==> src/rtl/spi_master_obi.sv <==
// SPI master with an OBI register port: one FRAME_BITS frame per START, MSB first,
// any CPOL/CPHA mode, divided SCLK, sticky DONE with level interrupt.
module spi_master_obi #(
    parameter int                    ADDR_WIDTH = 32,
    parameter int                    DATA_WIDTH = 32,
    parameter logic [ADDR_WIDTH-1:0] BASE_ADDR  = '0,
    parameter int                    FRAME_BITS = 8,
    parameter int                    NUM_CS     = 4,
    parameter int                    DIV_WIDTH  = 16
) (
    input  logic                    clk_i,
    input  logic                    rstn_i,
    input  logic                    obi_req_i,
    output logic                    obi_gnt_o,
    input  logic [ADDR_WIDTH-1:0]   obi_addr_i,
    input  logic [DATA_WIDTH-1:0]   obi_wdata_i,
    input  logic                    obi_we_i,
    input  logic [DATA_WIDTH/8-1:0] obi_be_i,
    output logic                    obi_rvalid_o,
    output logic [DATA_WIDTH-1:0]   obi_rdata_o,
    output logic [NUM_CS-1:0]       spi_ss_o,
    output logic                    spi_sclk_o,
    output logic                    spi_mosi_o,
    input  logic                    spi_miso_i,
    output logic                    irq_o
);

    localparam int             ECW       = $clog2(2 * FRAME_BITS + 1);
    localparam logic [ECW-1:0] LAST_EDGE = ECW'(2 * FRAME_BITS - 1);

    typedef enum logic [1:0] {IDLE, SETUP, SHIFT, HOLD} state_t;

    // Decoded register strobes for the beat accepted this cycle.
    typedef struct packed {
        logic ctrl;
        logic div;
        logic tx;
        logic status;
    } wsel_t;

    state_t                  state_q, state_d;
    logic [DIV_WIDTH-1:0]    cnt_q;
    logic [ECW-1:0]          edge_q;
    logic [FRAME_BITS-1:0]   tx_sh_q, rx_sh_q, rx_next;
    logic                    cpol_q, cpha_q, irq_en_q;
    logic [3:0]              cs_q;
    logic [DIV_WIDTH-1:0]    div_q;
    logic [FRAME_BITS-1:0]   txdata_q, rxdata_q;
    logic                    done_q, irq_q;
    logic [NUM_CS-1:0]       ss_q;
    logic                    sclk_q, mosi_q;
    logic                    rvalid_q;
    logic [DATA_WIDTH-1:0]   rdata_q;

    logic                    accept, wr, rd, busy, mapped;
    logic [ADDR_WIDTH-1:0]   offset;
    logic [2:0]              idx;
    wsel_t                   wsel;
    logic                    start, half_end, finish, done_clr;
    logic                    cpol_d, cpha_d, irq_en_d, done_d;
    logic [3:0]              cs_d;
    logic [DIV_WIDTH-1:0]    div_new, div_d;
    logic [FRAME_BITS-1:0]   tx_new, tx_d;
    logic [NUM_CS-1:0]       ss_sel;
    logic [DATA_WIDTH-1:0]   rd_val;
    logic                    unused_bits;

    assign accept      = obi_req_i & rstn_i;
    assign obi_gnt_o   = accept;
    assign wr          = accept & obi_we_i;
    assign rd          = accept & ~obi_we_i;
    assign busy        = (state_q != IDLE);
    assign offset      = obi_addr_i - BASE_ADDR;
    assign idx         = offset[4:2];
    assign mapped      = (offset[ADDR_WIDTH-1:5] == '0);
    assign half_end    = (cnt_q == '0);
    assign finish      = (state_q == HOLD) & half_end;
    // Wide buses are only partially decoded; fold the leftover bits away.
    assign unused_bits = ^{obi_wdata_i, obi_be_i, offset[1:0]};

    always_comb begin
        wsel        = '0;
        wsel.ctrl   = wr & mapped & (idx == 3'd0) & ~busy;
        wsel.div    = wr & mapped & (idx == 3'd1) & ~busy;
        wsel.tx     = wr & mapped & (idx == 3'd2) & ~busy;
        wsel.status = wr & mapped & (idx == 3'd4);
    end

    // Byte-enable merge of the writable fields.
    always_comb begin
        div_new = div_q;
        tx_new  = txdata_q;
        for (int i = 0; i < DIV_WIDTH; i++)
            if (obi_be_i[i/8]) div_new[i] = obi_wdata_i[i];
        for (int i = 0; i < FRAME_BITS; i++)
            if (obi_be_i[i/8]) tx_new[i] = obi_wdata_i[i];
    end

    assign start    = wsel.ctrl & obi_be_i[0] & obi_wdata_i[0];
    assign cpol_d   = (wsel.ctrl & obi_be_i[0]) ? obi_wdata_i[1] : cpol_q;
    assign cpha_d   = (wsel.ctrl & obi_be_i[0]) ? obi_wdata_i[2] : cpha_q;
    assign irq_en_d = (wsel.ctrl & obi_be_i[0]) ? obi_wdata_i[3] : irq_en_q;
    assign cs_d     = (wsel.ctrl & obi_be_i[1]) ? obi_wdata_i[11:8] : cs_q;
    assign div_d    = wsel.div ? div_new : div_q;
    assign tx_d     = wsel.tx ? tx_new : txdata_q;
    assign done_clr = wsel.status & obi_be_i[0] & obi_wdata_i[1];
    assign done_d   = finish | (done_q & ~done_clr);

    // An out-of-range CS index leaves every select deasserted.
    always_comb begin
        ss_sel = '1;
        for (int i = 0; i < NUM_CS; i++)
            ss_sel[i] = (cs_d != 4'(i));
    end

    always_comb begin
        rx_next    = rx_sh_q << 1;
        rx_next[0] = spi_miso_i;
    end

    always_comb begin
        rd_val = '0;
        if (mapped) begin
            case (idx)
                3'd0: begin
                    rd_val[1]    = cpol_q;
                    rd_val[2]    = cpha_q;
                    rd_val[3]    = irq_en_q;
                    rd_val[11:8] = cs_q;
                end
                3'd1:    rd_val = DATA_WIDTH'(div_q);
                3'd2:    rd_val = DATA_WIDTH'(txdata_q);
                3'd3:    rd_val = DATA_WIDTH'(rxdata_q);
                3'd4:    rd_val[1:0] = {done_q, busy};
                default: rd_val = '0;
            endcase
        end
    end

    always_comb begin
        state_d = state_q;
        case (state_q)
            IDLE:    if (start) state_d = SETUP;
            SETUP:   if (half_end) state_d = SHIFT;
            SHIFT:   if (half_end && edge_q == LAST_EDGE) state_d = HOLD;
            HOLD:    if (half_end) state_d = IDLE;
            default: state_d = IDLE;
        endcase
    end

    always_ff @(posedge clk_i) begin
        if (!rstn_i) begin
            state_q  <= IDLE;
            cnt_q    <= '0;
            edge_q   <= '0;
            tx_sh_q  <= '0;
            rx_sh_q  <= '0;
            cpol_q   <= 1'b0;
            cpha_q   <= 1'b0;
            irq_en_q <= 1'b0;
            cs_q     <= '0;
            div_q    <= '0;
            txdata_q <= '0;
            rxdata_q <= '0;
            done_q   <= 1'b0;
            irq_q    <= 1'b0;
            ss_q     <= '1;
            sclk_q   <= 1'b0;
            mosi_q   <= 1'b0;
            rvalid_q <= 1'b0;
            rdata_q  <= '0;
        end else begin
            state_q  <= state_d;
            rvalid_q <= accept;
            rdata_q  <= rd ? rd_val : '0;
            cpol_q   <= cpol_d;
            cpha_q   <= cpha_d;
            irq_en_q <= irq_en_d;
            cs_q     <= cs_d;
            div_q    <= div_d;
            txdata_q <= tx_d;
            done_q   <= done_d;
            irq_q    <= done_d & irq_en_d;

            case (state_q)
                IDLE: begin
                    sclk_q <= cpol_d;
                    if (start) begin
                        cnt_q   <= div_q;
                        edge_q  <= '0;
                        ss_q    <= ss_sel;
                        rx_sh_q <= '0;
                        // CPHA=0 presents the MSB before the first edge.
                        if (cpha_d) begin
                            tx_sh_q <= txdata_q;
                        end else begin
                            mosi_q  <= txdata_q[FRAME_BITS-1];
                            tx_sh_q <= txdata_q << 1;
                        end
                    end
                end
                SETUP: cnt_q <= half_end ? div_q : cnt_q - 1'b1;
                SHIFT: begin
                    if (half_end) begin
                        cnt_q  <= div_q;
                        sclk_q <= ~sclk_q;
                        edge_q <= edge_q + 1'b1;
                        if (!edge_q[0]) begin
                            if (cpha_q) begin
                                mosi_q  <= tx_sh_q[FRAME_BITS-1];
                                tx_sh_q <= tx_sh_q << 1;
                            end else begin
                                rx_sh_q <= rx_next;
                            end
                        end else begin
                            if (cpha_q) begin
                                rx_sh_q <= rx_next;
                            end else if (edge_q != LAST_EDGE) begin
                                mosi_q  <= tx_sh_q[FRAME_BITS-1];
                                tx_sh_q <= tx_sh_q << 1;
                            end
                        end
                    end else begin
                        cnt_q <= cnt_q - 1'b1;
                    end
                end
                HOLD: begin
                    if (half_end) begin
                        cnt_q    <= div_q;
                        ss_q     <= '1;
                        rxdata_q <= rx_sh_q;
                    end else begin
                        cnt_q <= cnt_q - 1'b1;
                    end
                end
                default: ;
            endcase
        end
    end

    assign obi_rvalid_o = rvalid_q;
    assign obi_rdata_o  = rdata_q;
    assign spi_ss_o     = ss_q;
    assign spi_sclk_o   = sclk_q;
    assign spi_mosi_o   = mosi_q;
    assign irq_o        = irq_q;

endmodule

==> config.mk <==
export PLATFORM = sky130hd
export DESIGN_NAME = spi_master_obi
export DESIGN_NICKNAME = d
export VERILOG_FILES = /design/src/rtl/spi_master_obi.sv
export SDC_FILE = /design/constraint.sdc
export NUM_CORES = 1
export LEC_CHECK = 0
export ABC_CLOCK_PERIOD_IN_PS = 3900
export CORE_ASPECT_RATIO = 1.2
export CORE_MARGIN = 2
export CORE_UTILIZATION = 50
export DETAILED_ROUTE_END_ITERATION = 8
export GPL_TIMING_DRIVEN = 0
export PLACE_DENSITY = 0.85
export REMOVE_ABC_BUFFERS = 1
export SYNTH_ARGS = -nofsm -noshare
export SYNTH_HDL_FRONTEND = slang
export SYNTH_SLANG_ARGS = --single-unit
==> constraint.sdc <==
create_clock -name clk_i -period 3.9 [get_ports clk_i]
set_clock_uncertainty 0.15 [all_clocks]
set_input_delay 0.585 -clock clk_i [delete_from_list [all_inputs] [get_ports clk_i]]
set_output_delay 0.585 -clock clk_i [all_outputs]
set_load 0.05 [all_outputs]
==> flow_summary.ini, run 1 <==
[run_status]
outcome = finished, final reports clean

[clocking]
numCtsBuffers = 9
path_clk_slew_ps = 60
cts_tree = built
ctsHoldBuffers = 0
htree_levels = 3
worstSkewPairLatency_ps = 350
root_buffer = clkbuf_16
clkSinkCount = 103
max-clock-path-buffers = 2

[logic_synthesis]
synth_area_leader_cell = dfxtp_1
synth_area_sq_um = 4974
ys.flop_type = dfxtp_1
synth_area_leaders = dfxtp_1, mux2i_1, nor2_1
synth_cell_types = 59
synth_seq_cells = 103
async_reset_ff_share_pct = 0
netlist_instances = 565
syn_area_per_cell_sq_um = 8.803
yosysSeqAreaShare_pct = 41.46
synth_edf_count = 0
synth_top_area_share_pct = 41.46
yosys_warnings = 0

[power_and_ir_drop]
irDropWorstVdd_uv = 308.5
leakage_nw = 2.364
pwr-share-clk_pct = 29.0
powerDensity_nw_per_um2 = 514.9
combPwrFrac_pct = 34.2
p_int_mw = 1.941
seqPwrFrac_pct = 36.9
switching_share_pct = 37.62
power_switching_mw = 1.171

[critical_path]
cp-startpoint = obi_addr_i[3]
critical_path_buf_inv_count = 3
critical_path.slowest_cell = o41a_1
r2r_slack_ps = 860
cp.depth = 9
rr_endpoint = tx_sh_q[2]$_SDFFE_PN0P_
cp_cell_sequence = clkdlybuf4s50_1, nor2_1, nand3_1, o41a_1, a211oi_4, buf_4, buf_4, nand4_1, o221ai_1
r2r.worst_path.cells = 7
cp_top_family = compound AO/OA/AOI/OAI gates
slowest_delay_ps = 830
worstSetupPathType = in -> reg
cp.required_ps = 4020
worstSetupStartpointType = input port
cp_max_fo = 24
cp-endpoint = tx_sh_q[6]$_SDFFE_PN0P_
arrival_ps = 3670
crit_top_cell = buf_4
crit_path_end_kind = register
r2r_start = state_q[1]$_SDFFE_PN0P_

[timing]
fin_crit_sh_pct = 91.13
hold_viol = 0
min_period_ps = 3554
setup_violations = 0
tightestPinTransition_ps = 1075
timing.slew.headroom_pct = 28.30
fmax_ghz = 0.2814
grt_setup_unrepaired = no
slew_violations = 0
layout_setup_ws_ps = 346.1

[routing]
antenna_left = 0
drt-pass1-iter-count = 5
num_vias = 4433
avgViaCountPerCell = 5.895
wirelength_um = 12600
drc_errors = 0
drtIter0Drc = 286
wire_per_inst_um = 16.75

[layout]
fin_nets = 705
finalNonFillerCells = 752
drive_above_1_share_pct = 7.313
diodes = 0
final_core_util_pct = 62.87
syn_to_final_growth_pct = 21.51

[global_routing]
grt_use_total_pct = 23.94
grt_max_degree = 62
grt_pass1_vias = 4277
grt_antenna_before_repair = 0
grt_pass1_wl_um = 20350
grt_overflow = 0

[floorplan]
rows = 39
num_io_pins = 114
initial_core_util_pct = 51.74
dieWidth_um = 95.05
die-height_um = 113.3
die-area_sq_um = 10760
coreArea_sq_um = 9613

[placed_design]
pre_cts_ws_ps = -498.1
place.detailed.hpwl_um = 8776
gp_congestion = 0.8175
dp_cells = 732
portBuffers = 77

[min_path]
hp-class = reg -> reg

[job]
drv_cap = 0
## stage by stage
stage / TNS, ps / hold WS [ps] / power, mW / cell area, sq um
final: 0 / 307.8 / 3.112 / 6043
after global routing: 0 / 342.5 / 3.250 / 6043
after CTS: 0 / 301.3 / 3.083 / 6041
after detailed placement: -6122 / 292.9 / 2.164 / 5718
after global placement: -76670 / 290.7 / 2.119 / 5699
after floorplan: 0 / 278.4 / 1.845 / 4775
## worst reg2reg max path, delay by kind of cell (launching register included)
family,cells,cell delay [ps]
multiplexers,2,1020
AND/OR/NAND/NOR,2,740
adder cells (fa/ha/maj),1,410
flip-flops,1,350
AO/OA/AOI/OAI,1,150
buffers and inverters,1,100
## synth_stat cells (5+ instances only)
cell      instances
nand2_1          47
clkbuf_1         24
mux2i_1          54
o21ai_0          18
inv_1            11
nand4_1          11
nor2_1           71
nor3_1           12
a21oi_1          37
nor2b_1           7
and3_1            7
nand3_1          29
nor4_1            7
mux2_2            5
ha_1              8
a211oi_1          5
dfxtp_1         103
a21o_1            9
o221ai_1          7
buf_4            17
a22oi_1           7
buf_2             6
## layout make-up
| class | instances | area [sq um] |
|---|---|---|
| Clock inverter | 3 | 42.54 |
| Timing Repair Buffer | 82 | 809.5 |
| Fill cell | 804 | 3570 |
| Sequential cell | 103 | 2062 |
| Tap cell | 123 | 153.9 |
| Multi-Input combinational cell | 416 | 2679 |
| Clock buffer | 13 | 250.2 |
| Inverter | 12 | 46.29 |
## cell families (layout without fill, tap and decap cells)
logic type | after synthesis | in the layout | synth area share (%)
compound gates | 110 | 110 | 14.77
xor+xnor | 1 | 1 | 0.1761
fa+ha+maj | 8 | 8 | 2.013
buf+inv | 61 | 110 | 6.038
flops | 103 | 103 | 41.46
mux | 62 | 62 | 13.18
other cells | 1 | 16 | 0.07540
simple gates | 219 | 219 | 22.29
## flip-flops by register name (all words and copies together) (netlist names), 2 cells and up
signal	flops
cnt_q	16
edge_q	5
txdata_q	8
obi_rdata_o	16
cs_q	4
tx_sh_q	8
rxdata_q	8
spi_ss_o	4
div_q	16
state_q	2
rx_sh_q	8
## repair_timing
action | CTS | global route
setup buffers | 4 | 0
gates cloned | 0 | 0
setup endpoints to repair | 8 | 27
pin swaps | 1 | 0
resized for setup | 0 | 1
endpoints found under the hold margin | 0 | 0
## layer usage
layer | up-vias | GRT usage, % | part of all wire (%) | routed length, um
met5 | - | 0 | 0 | 0
met4 | 0 | 11.11 | 2.7 | 346
met3 | 31 | 4.527 | 6.5 | 821
met2 | 176 | 41.13 | 51 | 6417
met1 | 2111 | 28.54 | 40 | 5010
li1 | 2115 | - | - | -
## worst min path at each step
stage,from,to,slack [ps],depth (start not counted)
2_1_floorplan,rxdata_q[7]$_SDFFE_PN0P_,rxdata_q[7]$_SDFFE_PN0P_,280,2
3_3_place_gp,rxdata_q[6]$_SDFFE_PN0P_,rxdata_q[6]$_SDFFE_PN0P_,290,2
3_5_place_dp,rxdata_q[6]$_SDFFE_PN0P_,rxdata_q[6]$_SDFFE_PN0P_,290,2
4_1_cts,rxdata_q[6]$_SDFFE_PN0P_,rxdata_q[6]$_SDFFE_PN0P_,300,2
5_1_grt,rxdata_q[6]$_SDFFE_PN0P_,rxdata_q[6]$_SDFFE_PN0P_,340,2
6_report,rxdata_q[6]$_SDFFE_PN0P_,rxdata_q[6]$_SDFFE_PN0P_,310,2
## power groups by stage
stage	Sequential (mW)	Clock, mW	Combinational [mW]
2_1_floorplan	1.18	0	0.670
3_3_place_gp	1.16	0	0.955
3_5_place_dp	1.17	0	0.996
4_1_cts	1.15	0.903	1.03
5_1_grt	1.16	0.945	1.15
6_report	1.15	0.901	1.06
## cell usage in the layout, fill, tap and decap left out, drive strengths merged, types with 9 or more instances in the layout
master	n
nor2	71
mux2i	55
clkbuf	13
clkdlybuf4s50	75
nor3	12
nand3	30
nor4	13
conb	16
nand2	47
nand4	13
o21ai	20
dfxtp	103
a21oi	38
inv	11
a21o	9
Note: power is estimated with default switching activity, not from simulation.
==> run 2: changes to the inputs <==
--- a/config.mk
+++ b/config.mk
@@ -6,11 +6,13 @@
 export NUM_CORES = 1
 export LEC_CHECK = 0
 export ABC_CLOCK_PERIOD_IN_PS = 3900
+export CAP_MARGIN = 20
 export CORE_ASPECT_RATIO = 1.2
 export CORE_MARGIN = 2
 export CORE_UTILIZATION = 50
 export DETAILED_ROUTE_END_ITERATION = 8
 export GPL_TIMING_DRIVEN = 0
+export MAX_ROUTING_LAYER = met4
 export PLACE_DENSITY = 0.85
 export REMOVE_ABC_BUFFERS = 1
 export SYNTH_ARGS = -nofsm -noshare
==> flow_summary.ini, run 2 (synthesis gave the netlist of run 1 again) <==
[layout]
final_cell_mix = dfxtp_1, clkdlybuf4s50_1, nor2_1
fin_nets = 703
diodes = 0
multiInputGateArea_sq_um = 2681
seq_area_sq_um = 2062
syn_to_final_growth_pct = 20.91
drive_above_1_share_pct = 7.496
fillers = 790
final_common_cell = dfxtp_1

[floorplan]
initial_core_util_pct = 51.74
rows = 39
num_io_pins = 114
coreArea_sq_um = 9613
die-height_um = 113.3
die-area_sq_um = 10760
dieWidth_um = 95.05

[timing]
timing.slew.headroom_pct = 25.06
slew_violations = 0
hold_slack_ps = 305.9
layout_setup_ws_ps = 218.6
tightestPinTransition_ps = 1124
fin_crit_sh_pct = 94.39
setup_violations = 0
hold_viol = 0
min_period_ps = 3681
grt_setup_unrepaired = no
setup-tns-final_ps = 0
fmax_ghz = 0.2716

[clocking]
htree_levels = 3
numCtsBuffers = 9
ctsHoldBuffers = 0
path_clk_slew_ps = 70
clkSinkCount = 103
cts_tree = built
max-clock-path-buffers = 2
root_buffer = clkbuf_16
worstSkewPairLatency_ps = 350

[global_routing]
grt_pass1_wl_um = 20270
grt_use_total_pct = 24.84
grt_max_degree = 62
grt_overflow = 0
grt_pass1_vias = 4299
grt_antenna_before_repair = 0

[critical_path]
arrival_ps = 3780
cp_max_fo = 24
cp_cell_sequence = clkdlybuf4s50_1, nor2_1, nand3_1, o41a_1, a211oi_4, buf_4, buf_4, nand4_1, o221ai_1
critical_path.slowest_cell = o41a_1
crit_top_cell = buf_4
crit_path_end_kind = register
worstSetupStartpointType = input port
worstSetupPathType = in -> reg
slowest_delay_ps = 850
cp.required_ps = 4000

[placed_design]
portBuffers = 77
place.detailed.hpwl_um = 8681
gp_congestion = 0.8353
pre_cts_ws_ps = -551.4

[routing]
drt-pass1-iter-count = 5
wire_per_inst_um = 17.17
drtIter0Drc = 385
antenna_left = 0
wirelength_um = 12880
num_vias = 4451
avgViaCountPerCell = 5.935
drc_errors = 0

[min_path]
hp-class = reg -> reg

[power_and_ir_drop]
powerDensity_nw_per_um2 = 505.5
irDropWorstVdd_uv = 385.2
leakage_nw = 2.340

[job]
drv_cap = 0

[run_status]
outcome = finished, final reports clean
[run 2: metal layers]
metal	wire (um)	part of all wire, %	track usage, %
met1	4953	38	27.61
met2	6598	51	42.13
met3	923	7.2	5.126
met4	402	3.1	11.79
met5	0	0	-
[run 2: area by class of cell]
type	instances	share of cell area (%)
flip-flops and latches	103	34.29
multi-input cells	416	44.59
clock buffers	10	3.808
repair buffers	80	13.36
well taps	123	2.559
clock inverters	6	0.6242
inverters	12	0.7699
[run 2: final timing paths]
path | start | to | slack [ps] | cells past startpoint
setup / recovery | obi_addr_i[3] | tx_sh_q[1]$_SDFFE_PN0P_ | 220 | 9
hold / removal | rxdata_q[6]$_SDFFE_PN0P_ | rxdata_q[6]$_SDFFE_PN0P_ | 310 | 2
setup reg to reg | cnt_q[2]$_SDFFE_PN0P_ | tx_sh_q[1]$_SDFFE_PN0P_ | 810 | 8
hold reg to reg | rxdata_q[6]$_SDFFE_PN0P_ | rxdata_q[6]$_SDFFE_PN0P_ | 310 | 2
[run 2: worst max-delay path: cells and delay by family]
kind,cells,cell delay (ps)
AO/OA/AOI/OAI,3,1440
buffers and inverters,3,1060
AND/OR/NAND/NOR,3,680
[run 2: stage by stage]
stage               utilization (%)  std cells  cell area, sq um  power (mW)
floorplan                         -        531              4775       1.845
global placement              59.29        731              5699       2.119
detailed placement            59.39        731              5709       2.155
CTS                           62.53        750              6011       3.010
global route                  62.55        750              6013       3.160
finish                        62.55        750              6013       3.040
[run 2: where the power goes]
part / internal, mW / total, mW / switching (mW)
registers: 1.10 / 1.15 / 0.0484
logic: 0.331 / 1.07 / 0.738
clock network: 0.429 / 0.824 / 0.394
total: 1.86 / 3.04 / 1.18
[run 2: what timing repair did]
action	4_1_cts	5_1_grt
setup endpoints to repair	8	25
gates resized for setup	0	1
pin swaps	1	0
setup buffers	3	0
